File: config.mk
export PLATFORM = sky130hd
export DESIGN_NAME = fifo_sync_flex_flat
export DESIGN_NICKNAME = d
export VERILOG_FILES = /design/src/rtl/fifo_sync_flex_if.sv /design/src/rtl/fifo_sync_flex.sv /design/src/flat_wrapper.sv
export SDC_FILE = /design/constraint.sdc
export NUM_CORES = 1
export LEC_CHECK = 0
export CAP_MARGIN = 30
export CORE_UTILIZATION = 59
export DETAILED_ROUTE_END_ITERATION = 7
export PLACE_DENSITY_LB_ADDON = 0.25
export SETUP_SLACK_MARGIN = 0.4
export SLEW_MARGIN = 20
export SYNTH_ARGS = -nofsm -noshare
export SYNTH_HDL_FRONTEND = slang
export SYNTH_SLANG_ARGS = --single-unit
File: constraint.sdc
create_clock -name clk -period 3.95 [get_ports clk]
set_input_delay 0.79 -clock clk [delete_from_list [all_inputs] [get_ports clk]]
set_output_delay 0.79 -clock clk [all_outputs]
set_load 0.01 [all_outputs]
File: src/rtl/fifo_sync_flex_if.sv
// Handshake bundle for fifo_sync_flex: producer/consumer requests on the master side, data and
// registered status on the slave (FIFO) side.
`timescale 1ns/1ps

interface fifo_sync_flex_if #(
  parameter int DATA_WIDTH = 8,
  parameter int ADDR_WIDTH = 4
);
  logic                  wr;
  logic [DATA_WIDTH-1:0] wdata;
  logic                  rd;
  logic [DATA_WIDTH-1:0] rdata;
  logic                  rd_valid;
  logic [ADDR_WIDTH:0]   fill;
  logic                  full;
  logic                  empty;
  logic                  almost_full;
  logic                  almost_empty;
  logic                  err_clr;
  logic                  overrun;
  logic                  underrun;

  modport master (
    output wr, wdata, rd, err_clr,
    input  rdata, rd_valid, fill, full, empty, almost_full, almost_empty, overrun, underrun
  );

  modport slave (
    input  wr, wdata, rd, err_clr,
    output rdata, rd_valid, fill, full, empty, almost_full, almost_empty, overrun, underrun
  );
endinterface

File: src/rtl/fifo_sync_flex.sv
// Single-clock FIFO using all 2^ADDR_WIDTH entries, with registered thresholds and sticky errors.
// Define FIFO_SYNC_FLEX_FWFT_EN for first-word-fall-through reads; rst must be released synchronously to clk.
`timescale 1ns/1ps

module fifo_sync_flex #(
  parameter int DATA_WIDTH = 8,
  parameter int ADDR_WIDTH = 4,
  parameter int AF_THRESH  = 12,
  parameter int AE_THRESH  = 2
) (
  input  logic            clk,
  input  logic            rst,
  fifo_sync_flex_if.slave bus
);

  localparam int DEPTH = 1 << ADDR_WIDTH;
  localparam logic [ADDR_WIDTH:0] FILL_MAX = (ADDR_WIDTH+1)'(DEPTH);
  localparam logic [ADDR_WIDTH:0] AF_LEVEL = (ADDR_WIDTH+1)'(AF_THRESH);
  localparam logic [ADDR_WIDTH:0] AE_LEVEL = (ADDR_WIDTH+1)'(AE_THRESH);
  localparam logic [ADDR_WIDTH:0] PTR_ONE  = (ADDR_WIDTH+1)'(1);

  logic [DATA_WIDTH-1:0] mem [DEPTH];
  logic [ADDR_WIDTH:0]   wptr;
  logic [ADDR_WIDTH:0]   rptr;
  logic [ADDR_WIDTH:0]   fill_nxt;
  logic                  rd_ok;
  logic                  wr_ok;

  // A write into a full FIFO is still accepted when a read frees a slot in the same cycle.
  always_comb begin
    rd_ok    = bus.rd && !bus.empty;
    wr_ok    = bus.wr && (!bus.full || rd_ok);
    fill_nxt = bus.fill + (ADDR_WIDTH+1)'(wr_ok) - (ADDR_WIDTH+1)'(rd_ok);
  end

  // NOTE: storage has no reset; only pointers and fill define which words are valid, and
  // leaving the array unreset lets it map onto plain RAM.
  always_ff @(posedge clk) begin
    if (wr_ok) mem[wptr[ADDR_WIDTH-1:0]] <= bus.wdata;
  end

  // NOTE: all state updates use non-blocking assignments so every flag sees the pre-edge values.
  always_ff @(posedge clk or posedge rst) begin
    if (rst) begin
      wptr             <= '0;
      rptr             <= '0;
      bus.fill         <= '0;
      bus.empty        <= 1'b1;
      bus.full         <= 1'b0;
      bus.almost_full  <= 1'b0;
      bus.almost_empty <= 1'b1;
      bus.overrun      <= 1'b0;
      bus.underrun     <= 1'b0;
    end else begin
      if (wr_ok) wptr <= wptr + PTR_ONE;
      if (rd_ok) rptr <= rptr + PTR_ONE;
      bus.fill         <= fill_nxt;
      bus.empty        <= (fill_nxt == '0);
      bus.full         <= (fill_nxt == FILL_MAX);
      bus.almost_full  <= (fill_nxt >= AF_LEVEL);
      bus.almost_empty <= (fill_nxt <= AE_LEVEL);
      // A fresh reject outranks a clear arriving in the same cycle.
      bus.overrun      <= (bus.wr && !wr_ok) || (bus.overrun && !bus.err_clr);
      bus.underrun     <= (bus.rd && !rd_ok) || (bus.underrun && !bus.err_clr);
    end
  end

`ifdef FIFO_SYNC_FLEX_FWFT_EN
  // Head word is shown while non-empty; forced to zero otherwise so reset reads as zero.
  assign bus.rdata    = bus.empty ? '0 : mem[rptr[ADDR_WIDTH-1:0]];
  assign bus.rd_valid = !bus.empty;
`else
  always_ff @(posedge clk or posedge rst) begin
    if (rst) begin
      bus.rdata    <= '0;
      bus.rd_valid <= 1'b0;
    end else begin
      bus.rd_valid <= rd_ok;
      if (rd_ok) bus.rdata <= mem[rptr[ADDR_WIDTH-1:0]];
    end
  end
`endif

endmodule

File: src/flat_wrapper.sv
// flat-port wrapper written by rule: the top's interface ports become plain ports
module fifo_sync_flex_flat 
#(
  parameter int DATA_WIDTH = 8,
  parameter int ADDR_WIDTH = 4,
  parameter int AF_THRESH  = 12,
  parameter int AE_THRESH  = 2
)
  (clk, rst, bus_wr, bus_wdata, bus_rd, bus_err_clr, bus_rdata, bus_rd_valid, bus_fill, bus_full, bus_empty, bus_almost_full, bus_almost_empty, bus_overrun, bus_underrun);
  fifo_sync_flex_if #(.DATA_WIDTH(DATA_WIDTH), .ADDR_WIDTH(ADDR_WIDTH)) bus_i ();
  input  logic clk;
  input  logic rst;
  input wire logic [$bits(bus_i.wr)-1:0] bus_wr;
  input wire logic [$bits(bus_i.wdata)-1:0] bus_wdata;
  input wire logic [$bits(bus_i.rd)-1:0] bus_rd;
  input wire logic [$bits(bus_i.err_clr)-1:0] bus_err_clr;
  output wire logic [$bits(bus_i.rdata)-1:0] bus_rdata;
  output wire logic [$bits(bus_i.rd_valid)-1:0] bus_rd_valid;
  output wire logic [$bits(bus_i.fill)-1:0] bus_fill;
  output wire logic [$bits(bus_i.full)-1:0] bus_full;
  output wire logic [$bits(bus_i.empty)-1:0] bus_empty;
  output wire logic [$bits(bus_i.almost_full)-1:0] bus_almost_full;
  output wire logic [$bits(bus_i.almost_empty)-1:0] bus_almost_empty;
  output wire logic [$bits(bus_i.overrun)-1:0] bus_overrun;
  output wire logic [$bits(bus_i.underrun)-1:0] bus_underrun;
  assign bus_i.wr = bus_wr;
  assign bus_i.wdata = bus_wdata;
  assign bus_i.rd = bus_rd;
  assign bus_i.err_clr = bus_err_clr;
  assign bus_rdata = bus_i.rdata;
  assign bus_rd_valid = bus_i.rd_valid;
  assign bus_fill = bus_i.fill;
  assign bus_full = bus_i.full;
  assign bus_empty = bus_i.empty;
  assign bus_almost_full = bus_i.almost_full;
  assign bus_almost_empty = bus_i.almost_empty;
  assign bus_overrun = bus_i.overrun;
  assign bus_underrun = bus_i.underrun;
  fifo_sync_flex #(.DATA_WIDTH(DATA_WIDTH), .ADDR_WIDTH(ADDR_WIDTH), .AF_THRESH(AF_THRESH), .AE_THRESH(AE_THRESH)) u_core (.clk(clk), .rst(rst), .bus(bus_i));
endmodule
==> results of run 1 <==
[sequential cells by signal, indices dropped and copies added (netlist names)]
name                     cells
u_core.bus.empty             1
u_core.bus.fill              5
u_core.bus.rd_valid          1
u_core.bus.full              1
u_core.wptr                  4
u_core.bus.almost_full       1
u_core.bus.rdata             8
u_core.bus.overrun           1
u_core.rptr                  4
u_core.bus.almost_empty      1
u_core.mem                 128
u_core.bus.underrun          1
[Yosys cell counts, drive strengths merged]
master	n
nand2	21
dfstp	2
a21boi	1
a21oi	6
nor4	5
inv	17
nand2b	9
mux4	28
buf	17
a21o	3
a2111oi	4
edfxtp	128
nand3	1
mux2i	8
ha	10
nor4b	1
xor2	2
o21ai	7
a31oi	4
xnor2	8
fa	1
nor2	12
nor2b	10
clkbuf	1
nor3	4
and2b	2
a211oi	5
nand4	2
o22ai	4
dfrtp	26
[placed cells by master, fill, tap and decap left out, types with 2 or more instances in the layout]
master           synthesis  final
edfxtp_1               128    128
clkdlybuf4s50_1          0     32
dfrtp_1                 26     25
nand2_1                 21     21
buf_4                    3     20
mux4_1                  18     18
inv_1                   16     16
clkbuf_16                0     16
nor2_1                  12     12
mux4_2                  10     10
nor2b_1                 10     10
ha_1                    10     10
nand2b_1                 9      9
mux2i_1                  8      8
xnor2_1                  8      8
a21oi_1                  6      6
a211oi_1                 5      5
nor4_1                   5      5
o21ai_0                  5      5
nor3_1                   4      4
o22ai_1                  4      4
a31oi_1                  4      4
bufinv_16                0      4
a21o_1                   3      3
clkinv_4                 0      3
inv_6                    0      3
a2111oi_0                2      2
and2b_1                  2      2
a2111oi_2                2      2
o21ai_1                  2      2
nand4_1                  2      2
xor2_1                   2      2
clkbuf_1                 1      2
dfstp_2                  2      2
[power groups by stage]
stage	Clock, mW	Combinational, mW	Sequential [mW]
2_1_floorplan	0	1.28	2.23
3_3_place_gp	0	1.62	2.34
3_5_place_dp	0	1.65	2.35
4_1_cts	1.69	1.68	2.33
5_1_grt	1.77	1.84	2.36
6_report	1.67	1.67	2.32
[cells by family (layout without fill, tap and decap cells)]
kind of cell | count (synthesis) | count (layout) | synth area share, %
flops | 156 | 156 | 71.8
simple gates | 67 | 67 | 5.29
mux | 36 | 36 | 12.3
buf+inv | 35 | 102 | 3.30
compound gates | 34 | 34 | 3.69
fa+ha+maj | 11 | 11 | 2.29
xor+xnor | 10 | 10 | 1.38
[final timing paths]
| path | endpoint | cells past startpoint | startpoint | slack (ns) |
|---|---|---|---|---|
| setup reg to reg | u_core.bus.full | 12 | u_core.bus.empty | 1.03 |
| min in group asynchronous | u_core.bus.overrun | 2 | rst | 0.63 |
| hold reg to reg | u_core.bus.overrun | 2 | u_core.bus.overrun | 0.54 |
| hold / removal | u_core.bus.overrun | 2 | u_core.bus.overrun | 0.54 |
| max in group asynchronous | u_core.rptr[0] | 3 | rst | 2.82 |
| setup / recovery | u_core.bus.full | 13 | bus_rd | 0.89 |
[per-layer routing]
layer	GRT usage [%]	wire (um)
met2	40.3	6080
met1	30.8	5150
met3	6.62	568
met5	0	0
met4	9.13	249
[worst max-delay path: stages]
cell and delay [ns]:
clkdlybuf4s50_1 0.44, nand2b_1 0.35, inv_2 0.07, ha_1 0.27, inv_1 0.06, ha_1 0.15
inv_1 0.06, fa_1 0.39, inv_1 0.07, a21o_1 0.10, a21oi_1 0.09, xnor2_1 0.33
nor4b_1 0.30
[final cells by class]
| type | count | area [um^2] | area share, % |
|---|---|---|---|
| Clock inverter | 13 | 189 | 2.53 |
| Clock buffer | 19 | 422 | 5.64 |
| Timing Repair Buffer | 53 | 498 | 6.67 |
| Tap cell | 136 | 170 | 2.28 |
| Multi-Input combinational cell | 158 | 1580 | 21.2 |
| Inverter | 17 | 63.8 | 0.854 |
| Sequential cell | 156 | 4550 | 60.9 |
[per-stage QoR]
stage / setup slack, ns / utilization (%) / area (um^2) / std cells / power (mW)
detailed placement: 0.362 / 66.2 / 6860 / 520 / 4.00
finish: 0.888 / 72.0 / 7470 / 552 / 5.67
global placement: 0.505 / 65.9 / 6830 / 519 / 3.96
global route: 0.638 / 72.0 / 7470 / 552 / 5.96
floorplan: 0.855 / - / 6340 / 349 / 3.51
CTS: 0.898 / 72.0 / 7470 / 552 / 5.70
==> results.py, run 1 <==
metrics = {
    "cells_and_area": {
        "diodes": 0,
        "drive_above_1_share_pct": 16.1,
        "fillers": 648,
        "area_delta_synth_final_pct": 17.9,
        "fin_nets": 427,
    },
    "synthesis": {
        "synth_top_cell_area_share_pct": 60.7,
        "netlist.top_cell.by_area": "edfxtp_1",
        "syn_area_per_cell_um2": 18.2,
        "syn_nets": 373,
        "syn_area_um2": 6340,
        "syn_inst": 349,
        "synth_area_leaders": "edfxtp_1 61%, dfrtp_1 10%, mux4_1 7.5%, mux4_2 3.6%, ha_1 2.0%",
        "yosysWarnings": 0,
        "ys_ff_latch": 156,
        "synth-seq-area-share_pct": 71.8,
        "ys_types": 39,
    },
    "power": {
        "irDropWorstVdd_uv": 413,
        "power.density_nw_per_um2": 759,
        "p_comb_share_pct": 29.5,
        "switching_share_pct": 30.9,
        "switchingPower_mw": 1.75,
        "p_int_mw": 3.92,
        "p_seq_share_pct": 41.0,
        "p_leak_nw": 2.69,
        "p_clk_share_pct": 29.5,
    },
    "route": {
        "vias_per_cell": 5.94,
        "wl_per_cell_um": 21.8,
        "drc": 0,
        "routed-via-count": 3278,
        "first_pass_iters": 4,
        "dr.first_iter.drc_count": 226,
        "ant_nets": 0,
        "routed_wirelength_mm": 12.0,
    },
    "sta": {
        "clock.fmax_ghz": 0.327,
        "finalMaxSlewViolations": 0,
        "fin_skew_ns": 0.0123,
        "rsz0062_at_grt": "false",
        "max-slew-margin-rel_pct": 36.4,
        "period_share_pct": 77.5,
        "setup_tns_ns": 0,
        "min_period_ns": 3.06,
        "setup_viol": 0,
        "hold_violations": 0,
        "tightest_slew_ns": 0.955,
        "whs_ns": 0.537,
    },
    "floorplanning": {
        "num_rows": 37,
        "core-area_um2": 10400,
        "ios": 33,
        "dieHeight_um": 106,
        "die_w_um": 106,
        "die_area_um2": 11200,
        "start_util_pct": 61.1,
    },
    "clocking": {
        "cts_sinks": 156,
        "cts_root_buffer": "clkbuf_8",
        "cts_htree_levels": 4,
        "cts_hold_buf": 0,
        "path_clk_slew_ns": 0.07,
        "cts_made_buffers": 17,
        "post_cts_resized": 0,
        "cts_setup_buffers": 0,
        "cts_buffer_depth": 2,
        "cts_tree": "built",
        "clock_latency_ns": 0.52,
    },
    "setup_path": {
        "critPathKind": "in -> reg",
        "crit_required_ns": 4.35,
        "critPathCaptureType": "flip-flop",
        "critical_path_peak_fanout": 9,
        "cp-start-kind": "input pin",
        "worstPathArrival_ns": 3.46,
    },
    "placement": {
        "port_buffers": 32,
        "gp_congestion": 0.809,
        "detailed_place_hpwl_mm": 7.38,
    },
    "grt": {
        "antenna_found_initial": 0,
        "grt_pass1_wl_mm": 19.0,
        "grt_pass1_vias": 3440,
        "grt_overflow_total": 0,
        "track_usage_pct": 24.2,
        "grt_max_degree": 44,
    },
    "status": {
        "status": "complete, no violations",
    },
    "flow_run": {
        "cap_violations": 0,
    },
    "worst_hold_path": {
        "holdCritPathClass": "reg -> reg",
    },
}
No activity file was read; power rests on OpenSTA's default activity.
==> inputs of run 2 (changes only) <==
--- a/config.mk
+++ b/config.mk
@@ -6,7 +6,7 @@
 export NUM_CORES = 1
 export LEC_CHECK = 0
 export CAP_MARGIN = 30
-export CORE_UTILIZATION = 59
+export CORE_UTILIZATION = 54
 export DETAILED_ROUTE_END_ITERATION = 7
 export PLACE_DENSITY_LB_ADDON = 0.25
 export SETUP_SLACK_MARGIN = 0.4
==> constraint.sdc (replaced) <==
create_clock -name clk -period 2.6 [get_ports clk]
set_input_delay 0.52 -clock clk [delete_from_list [all_inputs] [get_ports clk]]
set_output_delay 0.52 -clock clk [all_outputs]
set_load 0.01 [all_outputs]
==> run 2 against run 1 <==
Compared with the run above: worst hold slack got worse by 0.067 ns; worst setup slack got worse by 0.59 ns; via count fell by 2.2%; clock-buffer cell count fell by 2; largest cell class unchanged; largest power group unchanged.
==> results.py, run 2 (synthesized netlist as in run 1, its figures left out) <==
metrics = {
    "status": {
        "status": "complete, no violations",
    },
    "grt": {
        "antenna_found_initial": 0,
        "grt_overflow_total": 0,
        "grtUsageMet3_pct": 5.35,
        "use_met2_pct": 35.5,
        "busiest_layer": "met2",
        "grt_pass1_wl_mm": 17.8,
        "grtUsageMet1_pct": 26.6,
        "track_usage_pct": 21.4,
        "grt_max_degree": 29,
        "grt_pass1_vias": 3335,
    },
    "clocking": {
        "cts_root_buffer": "clkbuf_16",
        "path_clk_slew_ns": 0.06,
        "cts_sinks": 156,
        "clock_latency_ns": 0.43,
        "cts_buffer_depth": 2,
        "cts_tree": "built",
        "cts_hold_buf": 0,
        "cts_made_buffers": 17,
        "cts_htree_levels": 4,
    },
    "setup_path": {
        "crit_slowest_cell": "dfstp_2",
        "critical_path_peak_fanout": 4,
        "critPathCaptureType": "flip-flop",
        "crit_required_ns": 2.91,
        "max_stage_delay_ns": 0.54,
        "crit_path_cell_trace": "nand2b_4 > inv_4 > ha_4 > inv_2 > ha_4 > inv_2 > fa_2 > inv_1 > a21o_1 > a21oi_2 > xnor2_2 > buf_4 > a21o_1",
        "worstPathArrival_ns": 2.62,
        "cp-start-kind": "flip-flop",
        "critPathKind": "reg -> reg",
    },
    "cells_and_area": {
        "fillers": 776,
        "layout_commonest_cell": "edfxtp_1",
        "area_delta_synth_final_pct": 19.8,
        "fin_nets": 439,
        "postLayoutCellArea_um2": 7590,
        "layout_common_cells": "128 x edfxtp_1, 33 x buf_4, 31 x clkdlybuf4s50_1",
        "largest_register_ffs": 128,
        "final_util_pct": 66.5,
        "drive_above_1_share_pct": 21.1,
        "diodes": 0,
    },
    "route": {
        "ant_nets": 0,
        "vias_per_cell": 5.62,
        "dr.first_iter.drc_count": 197,
        "drc": 0,
        "routed_wirelength_mm": 11.5,
        "routed-via-count": 3205,
        "first_pass_iters": 4,
        "wl_per_cell_um": 20.2,
    },
    "sta": {
        "rsz0062_at_grt": "true",
        "max-slew-margin-rel_pct": 54.1,
        "min_period_ns": 2.30,
        "hold_violations": 0,
        "setup_viol": 0,
        "clock.fmax_ghz": 0.434,
        "finalMaxSlewViolations": 0,
        "setup_tns_ns": 0,
        "period_share_pct": 88.6,
        "tightest_slew_ns": 0.688,
        "fin_skew_ns": 0.00672,
    },
    "placement": {
        "gp_congestion": 0.769,
        "placed_cell_area_um2": 6970,
        "port_buffers": 32,
        "detailed_place_hpwl_mm": 7.53,
    },
    "floorplanning": {
        "start_util_pct": 55.5,
        "num_rows": 39,
        "die_w_um": 110,
        "ios": 33,
        "die_area_um2": 12200,
        "core-area_um2": 11400,
        "dieHeight_um": 110,
    },
    "power": {
        "power.density_nw_per_um2": 1170,
        "irDropWorstVdd_uv": 806,
        "p_leak_nw": 2.74,
    },
    "worst_hold_path": {
        "holdCritPathClass": "in -> async",
    },
    "flow_run": {
        "cap_violations": 0,
    },
}
==> run 2: cell types whose count changed in the layout (fill, tap and decap cells not counted), moves of 2 or more <==
| cell | before | now |
|---|---|---|
| ha_1 | 10 | 8 |
| inv_1 | 16 | 14 |
| inv_6 | 3 | 0 |
| clkinvlp_4 | 1 | 3 |
| ha_4 | 0 | 2 |
| clkinv_4 | 3 | 1 |
| clkbuf_1 | 2 | 0 |
| clkinv_2 | 1 | 5 |
| buf_4 | 20 | 33 |
==> run 2: repair_timing <==
| action | 4_1_cts | 5_1_grt |
|---|---|---|
| resized for setup | 2 | 2 |
| buffers inserted | 4 | 0 |
| endpoints found under the setup margin | 5 | 5 |
| pin swaps | 4 | 1 |
==> run 2: final timing paths <==
path | from | endpoint | slack, ns | cells after the start
min | rst | u_core.rptr[0] | 0.47 | 3
min in group clk | u_core.bus.underrun | u_core.bus.underrun | 0.53 | 2
max reg2reg | u_core.bus.empty | u_core.bus.almost_full | 0.30 | 13
min reg2reg | u_core.bus.underrun | u_core.bus.underrun | 0.53 | 2
max | u_core.bus.empty | u_core.bus.almost_full | 0.30 | 13
max in group asynchronous | rst | u_core.bus.empty | 1.81 | 3
==> run 2: report_power, final <==
part | switching [mW] | leakage, nW | total (mW) | internal, mW
sequential | 0.307 | 1.49 | 3.45 | 3.14
combinational | 1.49 | 0.974 | 2.99 | 1.50
clock | 0.925 | 0.279 | 2.41 | 1.48
total | 2.72 | 2.74 | 8.84 | 6.12
==> run 2: layout make-up <==
type | count | area (um^2) | area share, %
inverters | 17 | 66.3 | 0.874
multi-input cells | 158 | 1650 | 21.7
flip-flops and latches | 156 | 4550 | 59.9
repair buffers | 65 | 567 | 7.47
clock buffers | 17 | 425 | 5.61
clock inverters | 14 | 154 | 2.03
well taps | 143 | 179 | 2.36
==> run 2: critical path, delay by kind of cell (launching register included) <==
kind                     cells  cell delay, ns
adder cells (fa/ha/maj)      3            0.59
flip-flops                   1            0.54
AO/OA/AOI/OAI                3            0.47
buffers and inverters        5            0.33
AND/OR/NAND/NOR              1            0.14
XOR/XNOR                     1            0.12
==> run 2: metrics by stage <==
stage          hold WS, ns  total power, mW  worst slack, ns  std cells
2_1_floorplan        0.529             5.47            0.116        349
3_3_place_gp         0.488             6.23           -0.137        535
3_5_place_dp         0.508             6.32           -0.246        535
4_1_cts              0.473             8.87            0.309        570
5_1_grt              0.543             9.32            0.157        570
6_report             0.470             8.84            0.297        570
==> run 2: per-layer routing <==
metal | vias up | wire, um
met5 | - | 0
met4 | 0 | 196
met3 | 17 | 571
met2 | 78 | 5950
met1 | 1623 | 4800
li1 | 1487 | -
==> inputs of run 3 (changes only) <==
--- a/config.mk
+++ b/config.mk
@@ -5,7 +5,6 @@
 export SDC_FILE = /design/constraint.sdc
 export NUM_CORES = 1
 export LEC_CHECK = 0
-export CAP_MARGIN = 30
 export CORE_UTILIZATION = 54
 export DETAILED_ROUTE_END_ITERATION = 7
 export PLACE_DENSITY_LB_ADDON = 0.25
==> results of run 3 <==
No change in the layout: final DEF, timing and power equal those of run 2.
